## src/rtl/stack_writer.sv

```systemverilog
// ---------------------------------------------------------------------------
// stack_writer
//
// Write-back sequencer for the 6502 core. It takes one write request per
// instruction from execute (plain store, stack push of 1/2/3 bytes, or
// read-modify-write) and turns it into single-byte memory write cycles. It
// also reports the stack pointer left behind by the pushes.
//
// Build option:
//   STACK_WRITER_RMW_DUMMY_EN  When defined, RMW performs the 6502 double
//                              write (old_data, then data_in) to addr_in.
//                              When undefined, RMW behaves as a plain STORE
//                              and old_data is ignored.
//
// Ports:
//   phi1        clock; all state changes on the rising edge
//   reset       synchronous, active-high reset
//   write_req   request strobe, sampled only while idle
//   write_kind  0 STORE, 1 PUSH1, 2 PUSH_PC, 3 PUSH_BRK, 4 RMW, 5-7 reserved
//   addr_in     target address for STORE/RMW
//   data_in     byte for STORE/PUSH1; new value for RMW
//   old_data    original value for the RMW dummy write
//   pc          return address for PUSH_PC/PUSH_BRK
//   status      P register for PUSH_BRK
//   sp          current stack pointer
//   busy        high from the cycle after accept through the DONE cycle
//   write_en    memory write strobe, one byte per cycle
//   addr        write address (holds its value while write_en is low)
//   data_out    write data (holds its value while write_en is low)
//   sp_next     stack pointer after pushes (registered)
//   write_done  one-cycle completion pulse
// ---------------------------------------------------------------------------
module stack_writer #(
    parameter int REG_WIDTH  = 8,
    parameter int ADDR_WIDTH = 16
) (
    input  logic                  phi1,
    input  logic                  reset,
    input  logic                  write_req,
    input  logic [2:0]            write_kind,
    input  logic [ADDR_WIDTH-1:0] addr_in,
    input  logic [REG_WIDTH-1:0]  data_in,
    input  logic [REG_WIDTH-1:0]  old_data,
    input  logic [ADDR_WIDTH-1:0] pc,
    input  logic [REG_WIDTH-1:0]  status,
    input  logic [REG_WIDTH-1:0]  sp,
    output logic                  busy,
    output logic                  write_en,
    output logic [ADDR_WIDTH-1:0] addr,
    output logic [REG_WIDTH-1:0]  data_out,
    output logic [REG_WIDTH-1:0]  sp_next,
    output logic                  write_done
);

    localparam logic [2:0] KIND_STORE    = 3'd0;
    localparam logic [2:0] KIND_PUSH1    = 3'd1;
    localparam logic [2:0] KIND_PUSH_PC  = 3'd2;
    localparam logic [2:0] KIND_PUSH_BRK = 3'd3;
    localparam logic [2:0] KIND_RMW      = 3'd4;

    localparam logic [ADDR_WIDTH-1:0] STACK_BASE = ADDR_WIDTH'(16'h0100);
    localparam logic [REG_WIDTH-1:0]  SP_RESET   = REG_WIDTH'(8'hFD);
    // B and unused bits are forced high in the status byte pushed by BRK.
    localparam logic [REG_WIDTH-1:0]  BRK_BITS   = REG_WIDTH'(8'h30);
    localparam logic [REG_WIDTH-1:0]  ONE        = REG_WIDTH'(1);

    typedef enum logic [1:0] {
        IDLE,
        WRITE,
        DONE
    } state_t;

    state_t state;
    state_t next_state;

    // Byte list built from the request inputs while idle.
    logic [2:0][REG_WIDTH-1:0] new_bytes;
    logic [1:0]                new_count;
    logic                      new_push;

    // Latched request: the bytes still to be written and how to address them.
    logic [2:0][REG_WIDTH-1:0] bytes_q;
    logic [1:0]                count_q;
    logic                      push_q;

    logic [REG_WIDTH-1:0]      ptr;
    logic [REG_WIDTH-1:0]      ptr_dec;
    logic [1:0]                idx;
    logic [1:0]                nxt_idx;
    logic                      last_byte;
    logic                      accept;

    // The stack page is fixed: the pointer is ORed into the low byte, so a
    // wrapped pointer stays on page 1 instead of carrying into page 2.
    function automatic logic [ADDR_WIDTH-1:0] stack_addr(input logic [REG_WIDTH-1:0] p);
        return STACK_BASE | ADDR_WIDTH'(p);
    endfunction

`ifndef STACK_WRITER_RMW_DUMMY_EN
    logic unused_old_data;
    assign unused_old_data = ^old_data;
`endif

    assign accept    = (state == IDLE) && write_req;
    assign ptr_dec   = ptr - ONE;
    assign nxt_idx   = idx + 2'd1;
    assign last_byte = (nxt_idx == count_q);

    assign busy       = (state != IDLE);
    assign write_en   = (state == WRITE);
    assign write_done = (state == DONE);

    // Translate the request into an ordered list of bytes.
    always_comb begin
        // NOTE: every always_comb output gets a default before the case, so no
        // path leaves a signal unassigned and no latch is inferred.
        new_bytes = '0;
        new_count = 2'd0;
        new_push  = 1'b0;
        case (write_kind)
            KIND_STORE: begin
                new_bytes[0] = data_in;
                new_count    = 2'd1;
            end
            KIND_PUSH1: begin
                new_bytes[0] = data_in;
                new_count    = 2'd1;
                new_push     = 1'b1;
            end
            KIND_PUSH_PC: begin
                new_bytes[0] = pc[2*REG_WIDTH-1:REG_WIDTH];
                new_bytes[1] = pc[REG_WIDTH-1:0];
                new_count    = 2'd2;
                new_push     = 1'b1;
            end
            KIND_PUSH_BRK: begin
                new_bytes[0] = pc[2*REG_WIDTH-1:REG_WIDTH];
                new_bytes[1] = pc[REG_WIDTH-1:0];
                new_bytes[2] = status | BRK_BITS;
                new_count    = 2'd3;
                new_push     = 1'b1;
            end
            KIND_RMW: begin
`ifdef STACK_WRITER_RMW_DUMMY_EN
                // 6502 bus behaviour: unmodified value first, then the result.
                new_bytes[0] = old_data;
                new_bytes[1] = data_in;
                new_count    = 2'd2;
`else
                new_bytes[0] = data_in;
                new_count    = 2'd1;
`endif
            end
            default: begin
                // Reserved kinds: accepted, but no bytes are written.
            end
        endcase
    end

    // Next-state logic.
    always_comb begin
        next_state = state;
        case (state)
            IDLE: begin
                if (write_req) begin
                    next_state = (new_count == 2'd0) ? DONE : WRITE;
                end
            end
            WRITE: begin
                if (last_byte) begin
                    next_state = DONE;
                end
            end
            DONE:    next_state = IDLE;
            default: next_state = IDLE;
        endcase
    end

    // State register.
    always_ff @(posedge phi1) begin
        // NOTE: registers use non-blocking assignments so every flop samples
        // the values from before the edge, independent of statement order.
        if (reset) begin
            state <= IDLE;
        end else begin
            state <= next_state;
        end
    end

    // Request latch.
    always_ff @(posedge phi1) begin
        // NOTE: this is pure data storage, only read while WRITE is active, so
        // it has no reset; the control state that qualifies it is reset.
        if (accept) begin
            bytes_q <= new_bytes;
            count_q <= new_count;
            push_q  <= new_push;
        end
    end

    // Write sequencing: bus outputs, stack pointer and byte index.
    always_ff @(posedge phi1) begin
        if (reset) begin
            addr     <= '0;
            data_out <= '0;
            sp_next  <= SP_RESET;
            ptr      <= '0;
            idx      <= '0;
        end else begin
            case (state)
                IDLE: begin
                    if (write_req) begin
                        ptr <= sp;
                        idx <= 2'd0;
                        // Reserved kinds leave the bus outputs untouched.
                        if (new_count != 2'd0) begin
                            addr     <= new_push ? stack_addr(sp) : addr_in;
                            data_out <= new_bytes[0];
                        end
                    end
                end
                WRITE: begin
                    if (push_q) begin
                        ptr     <= ptr_dec;
                        sp_next <= ptr_dec;
                    end
                    // Store/RMW bytes reuse the address already on the bus.
                    if (!last_byte) begin
                        idx      <= nxt_idx;
                        data_out <= bytes_q[nxt_idx];
                        if (push_q) begin
                            addr <= stack_addr(ptr_dec);
                        end
                    end
                end
                default: begin
                end
            endcase
        end
    end

endmodule

```

## config.mk

```make
export PLATFORM = sky130hd
export DESIGN_NAME = stack_writer
export DESIGN_NICKNAME = d
export VERILOG_FILES = /design/src/rtl/stack_writer.sv
export SDC_FILE = /design/constraint.sdc
export NUM_CORES = 1
export LEC_CHECK = 0
export CORE_ASPECT_RATIO = 0.8
export CORE_MARGIN = 2
export CORE_UTILIZATION = 33
export DETAILED_ROUTE_END_ITERATION = 10
export PLACE_DENSITY = 0.71
export RECOVER_POWER = 50
export SYNTH_ARGS = -nofsm -noshare
export SYNTH_HDL_FRONTEND = slang
export SYNTH_SLANG_ARGS = --single-unit
```

## constraint.sdc

```tcl
create_clock -name phi1 -period 3.4 [get_ports phi1]
set_clock_uncertainty 0.15 [all_clocks]
set_input_delay 0.68 -clock phi1 [delete_from_list [all_inputs] [get_ports phi1]]
set_output_delay 0.68 -clock phi1 [all_outputs]
set_load 0.05 [all_outputs]
```

# After elaboration in Yosys (flattened, before gate mapping)
# Index checks and enable logic that the tools add are counted.
[word_totals]
regBits = 71
out_inout_bits = 35
word_cells = 69
[op_classes]
add_sub_neg = 2
n_reduce_logical = 16
n_mux = 26
eq_ne = 12
magnitude_cmp = 1
[op_table]
columns = ["op", "count"]
rows = [
  ["$mux 16", 5],
  ["$mux 8", 6],
  ["$pmux 8 s2", 3],
  ["$pmux 16 s2", 1],
  ["$bmux 8 s2", 1],
  ["$mux 2", 5],
  ["$pmux 2 s2", 2],
  ["$sub 8x1->8 const B", 1],
  ["$eq 3x2->1 const B", 2],
  ["$mux 6", 1],
  ["$ne 2x1->1 const B", 3],
  ["$pmux 2 s3", 1],
  ["$reduce_and 3->1", 2],
  ["$reduce_bool 2->1", 3],
  ["$reduce_or 3->1", 2],
  ["$reduce_and 5->1", 1],
  ["$logic_not 2->1", 2],
  ["$ne 2x2->1 const B", 2],
  ["$reduce_and 2->1", 2],
  ["$reduce_and 4->1", 1],
  ["$eq 3x1->1 const B", 1],
  ["$eq 3x3->1 const B", 1],
  ["$logic_not 3->1", 1],
  ["$lt 2x3->1 const B", 1],
  ["7 further kinds", 7],
]

# Depth between registers and ports, before layout
[depth]
depth_word = 7
ltp_mapped = 9
ltp_nobuf = 7

# Worst setup path before layout
# OpenSTA, ideal clock, no wires.
[synth_path]
kind = "input port to flip-flop"
from = "input write_req"
to = "register data_out[2]"
required_time_ns = 3.180
arrival_time_ns = 2.293
setup_slack_ns = 0.887
setup_ns = 0.070
stages = 7
cell_sequence = "nand2b_1 > or2_2 > inv_1 > nand2_1 > o21ai_1 > o211ai_1 > a21oi_1"
[synth_between]
elab_chain_cells = 2
[synth_lines]
columns = ["item", "line", "source"]
rows = [
  ["start: declaration", "39", "input logic write_req,"],
  ["$ne 2x2->1 (no line)", "n/a", ""],
  ["$reduce_and 4->1 (no line)", "n/a", ""],
  ["end signal: assignment", "218", "data_out <= new_bytes[0];"],
  ["end signal: assignment", "230", "data_out <= bytes_q[nxt_idx];"],
  ["end: declaration", "50", "output logic [REG_WIDTH-1:0] data_out,"],
]
# No other way between the ends.
# A chain may end at the register's enable or synchronous reset.

# Final worst setup path
[layout_path]
from = "input write_kind[1]"
to = "register addr[3]"
[layout_between]
elab_chain_cells = 7
[layout_lines]
columns = ["item", "line", "source"]
rows = [
  ["start: declaration", "40", "input logic [2:0] write_kind,"],
  ["$eq 3x2->1 or $eq 3x1->1 (tied branches)", "120", "case (write_kind)"],
  ["$reduce_or 3->1 (no line)", "n/a", ""],
  ["$mux 1", "120", ""],
  ["$mux 16", "217", "addr <= new_push ? stack_addr(sp) : addr_in;"],
  ["$mux 16", "216", "if (new_count != 2'd0) begin"],
  ["$mux 16", "212", "if (write_req) begin"],
  ["$pmux 16 s2", "210", "case (state)"],
  ["end signal: assignment", "217", ""],
  ["end signal: assignment", "232", "addr <= stack_addr(ptr_dec);"],
  ["end: declaration", "49", "output logic [ADDR_WIDTH-1:0] addr,"],
]
# Parallel ways exist; a longest one is shown, timed or not. The select of a mux whose other input is x is not followed.

==> flow_summary.toml <==
[outcome]
status = "finished clean"

[die]
start_util = 0.334
die_w_um = 117
rows = 33
ioPinCount = 105
die_area_um2 = 11100
core_area_um2 = 10100
die_y_um = 94.5

[synth]
ys_seq_area_frac = 0.491
yosys_warnings = 0
synth_top_family_by_area = "compound AO/OA/AOI/OAI gates"
synth_xor_area_frac = 0.0237
synth_compound_area_frac = 0.192
synth_mux_area_frac = 0.0692
synthFlopType = "dfxtp_1"
synth_top_area_cell = "dfxtp_1"
synth-simple-area-share = 0.179
postSynthCellCount = 367
synth_fa_ha_area_frac = 0.00370
synth_area_leaders = "dfxtp_1 26%, edfxtp_1 23%, mux2i_1 6.5%, nand2_1 5.9%, a21oi_1 5.0%"
synth_nets = 438
syn_avg_cell_area_um2 = 9.21
synth_cell_types = 46
yosysTopAreaCellShare = 0.261
async_flop_share = 0
synth_seq_cells = 70
synth_area_um2 = 3380
synth-edff-count = 26

[clock_tree]
cts_buffer_depth = 2
cts_hold_buf = 0
cts_sinks = 70
clk_latency_ns = 0.33
h-tree-depth = 3
root_buffer = "clkbuf_16"
clk_pin_slew_worst_paths_ns = 0.06
tritoncts = "done"
post_cts_buffers = 0
post_cts_resize_count = 0
cts_buffers = 9

[timing]
rsz0062_at_grt = "no"
setup_tns_ns = 0
post-route-min-period_ns = 2.76
max_freq_mhz = 362
worst_slew_pin_slew_ns = 0.738
slew_violations = 0
hold_viol = 0
setup_viol = 0
whs_ns = 0.302
finalCritPeriodShare = 0.812
slew_headroom = 0.507

[cells_and_area]
layout_commonest_cell = "clkdlybuf4s50_1"
postLayoutCoreUtil = 0.475
mostFrequentLayoutCells = "76 x clkdlybuf4s50_1, 53 x nand2_1, 44 x dfxtp_1, 34 x a21oi_1, 26 x edfxtp_1"
design_area_um2 = 4810
diodes = 0
nets = 526
drive_above_1_share = 0.0652
area_delta_synth_final_pct = 42.3
n_fill_cell = 953

[worst_setup_path]
cp_top_family = "compound AO/OA/AOI/OAI gates"
required_ns = 3.51
crit_slowest_cell = "dlygate4sd3_1"
start_kind = "primary input"
setup.worst_path.class = "in -> reg"
critical_path_buf_inv_count = 1
critPathMaxFanout = 19
max_stage_delay_ns = 0.57
path_cells = "dlygate4sd3_1 -> o21ai_0 -> nor2_1 -> a211o_1 -> a311o_1 -> a21oi_1"
end_kind = "flip-flop"
cp.arrival_ns = 2.87

[placed_design]
io_buffers = 94
dpl_cell_area_um2 = 4450
place.gp.congestion = 0.841
hpwlAfterDp_mm = 6.24

[power_and_ir_drop]
pwr_density_cell_nw_per_um2 = 566
ir_drop_mv = 0.229
power.total_w = 0.00272
power_leakage_nw = 1.81

[grt]
grt_pass1_vias = 2778
globalRouteTotalUtil = 0.159
overflow = 0
grt_pass1_wl_mm = 13.5
grt_max_degree = 45
antenna_found_initial = 0

[flow_run]
maxCapViolations = 0

[min_path]
hold_class = "reg -> reg"

[route]
ant_nets = 0
drt_iter0_drc = 217
route.detailed.drc = 0
firstDrtPassIters = 4
wl_per_cell_um = 14.4
vias = 2936
wirelength_mm = 8.63
vias_per_cell = 4.89
[cell usage after synthesis, types with 3 or more instances]
library cell	number
dfxtp_1	44
clkbuf_1	16
edfxtp_1	26
nor3_1	5
and2_1	10
a211o_1	8
nand3_1	10
xor2_1	5
a211oi_1	5
inv_1	4
buf_1	3
nor2b_1	5
o21ai_0	25
buf_2	5
o211ai_1	11
nand2_1	53
and3_1	6
nor2_1	23
a31oi_1	9
nand2b_1	7
mux2i_1	22
a21oi_1	34
[worst paths after layout]
| check | slack [ns] | from | endpoint | cells after the start |
|---|---|---|---|---|
| setup / recovery | 0.64 | write_kind[1] | addr[3]$_SDFFE_PP0P_ | 6 |
| hold / removal | 0.30 | addr[2]$_SDFFE_PP0P_ | addr[2]$_SDFFE_PP0P_ | 2 |
| setup reg to reg | 0.87 | state[0]$_SDFFE_PP0P_ | sp_next[7]$_SDFFE_PP1P_ | 5 |
| hold reg to reg | 0.30 | addr[2]$_SDFFE_PP0P_ | addr[2]$_SDFFE_PP0P_ | 2 |
[sequential cells by signal (all words and copies together), names as in the netlist]
signal / flops
bytes_q: 23
addr: 16
data_out: 8
ptr: 8
sp_next: 8
count_q: 2
idx: 2
state: 2
push_q: 1
[power breakdown]
part / total (W) / leakage, nW / switching, W / internal, W
Sequential: 0.000989 / 0.618 / 0.0000425 / 0.000946
Clock: 0.00116 / 0.176 / 0.000364 / 0.000794
Combinational: 0.000574 / 1.02 / 0.000346 / 0.000228
Total: 0.00272 / 1.81 / 0.000753 / 0.00197
[cells by family (layout without fill, tap and decap cells)]
logic type	count (synthesis)	in the layout
AO/OA/AOI/OAI	105	105
adder cells (fa/ha/maj)	1	1
XOR/XNOR	7	7
buffers and inverters	32	125
multiplexers	23	23
AND/OR/NAND/NOR	129	129
flip-flops	70	70
[layer usage]
layer,track usage,up-vias,wire (µm)
met5,0,-,0
met4,0.0569,0,93
met3,0.0469,8,715
met2,0.261,102,4010
met1,0.200,1337,3800
li1,-,1489,-
[per-stage QoR]
step                      setup WS (ns)  instances
after floorplan                   0.887        367
after global placement            0.481        584
after detailed placement          0.434        584
after CTS                         0.773        600
after global routing              0.498        600
final                             0.640        600
[worst min-delay path, stage by stage (launching register included)]
cell and delay (ns):
dfxtp_1 0.30, nand2_1 0.05, a21oi_1 0.05
[cell type report]
type                    count  area, µm²  area share
clock buffers               9        225      0.0468
clock inverters             7        145      0.0302
inverters                   5       18.8     0.00390
multi-input cells         265       1580       0.329
flip-flops and latches     70       1660       0.345
well taps                 140        175      0.0364
repair buffers            104       1000       0.208
No activity file was read; power rests on OpenSTA's default activity.
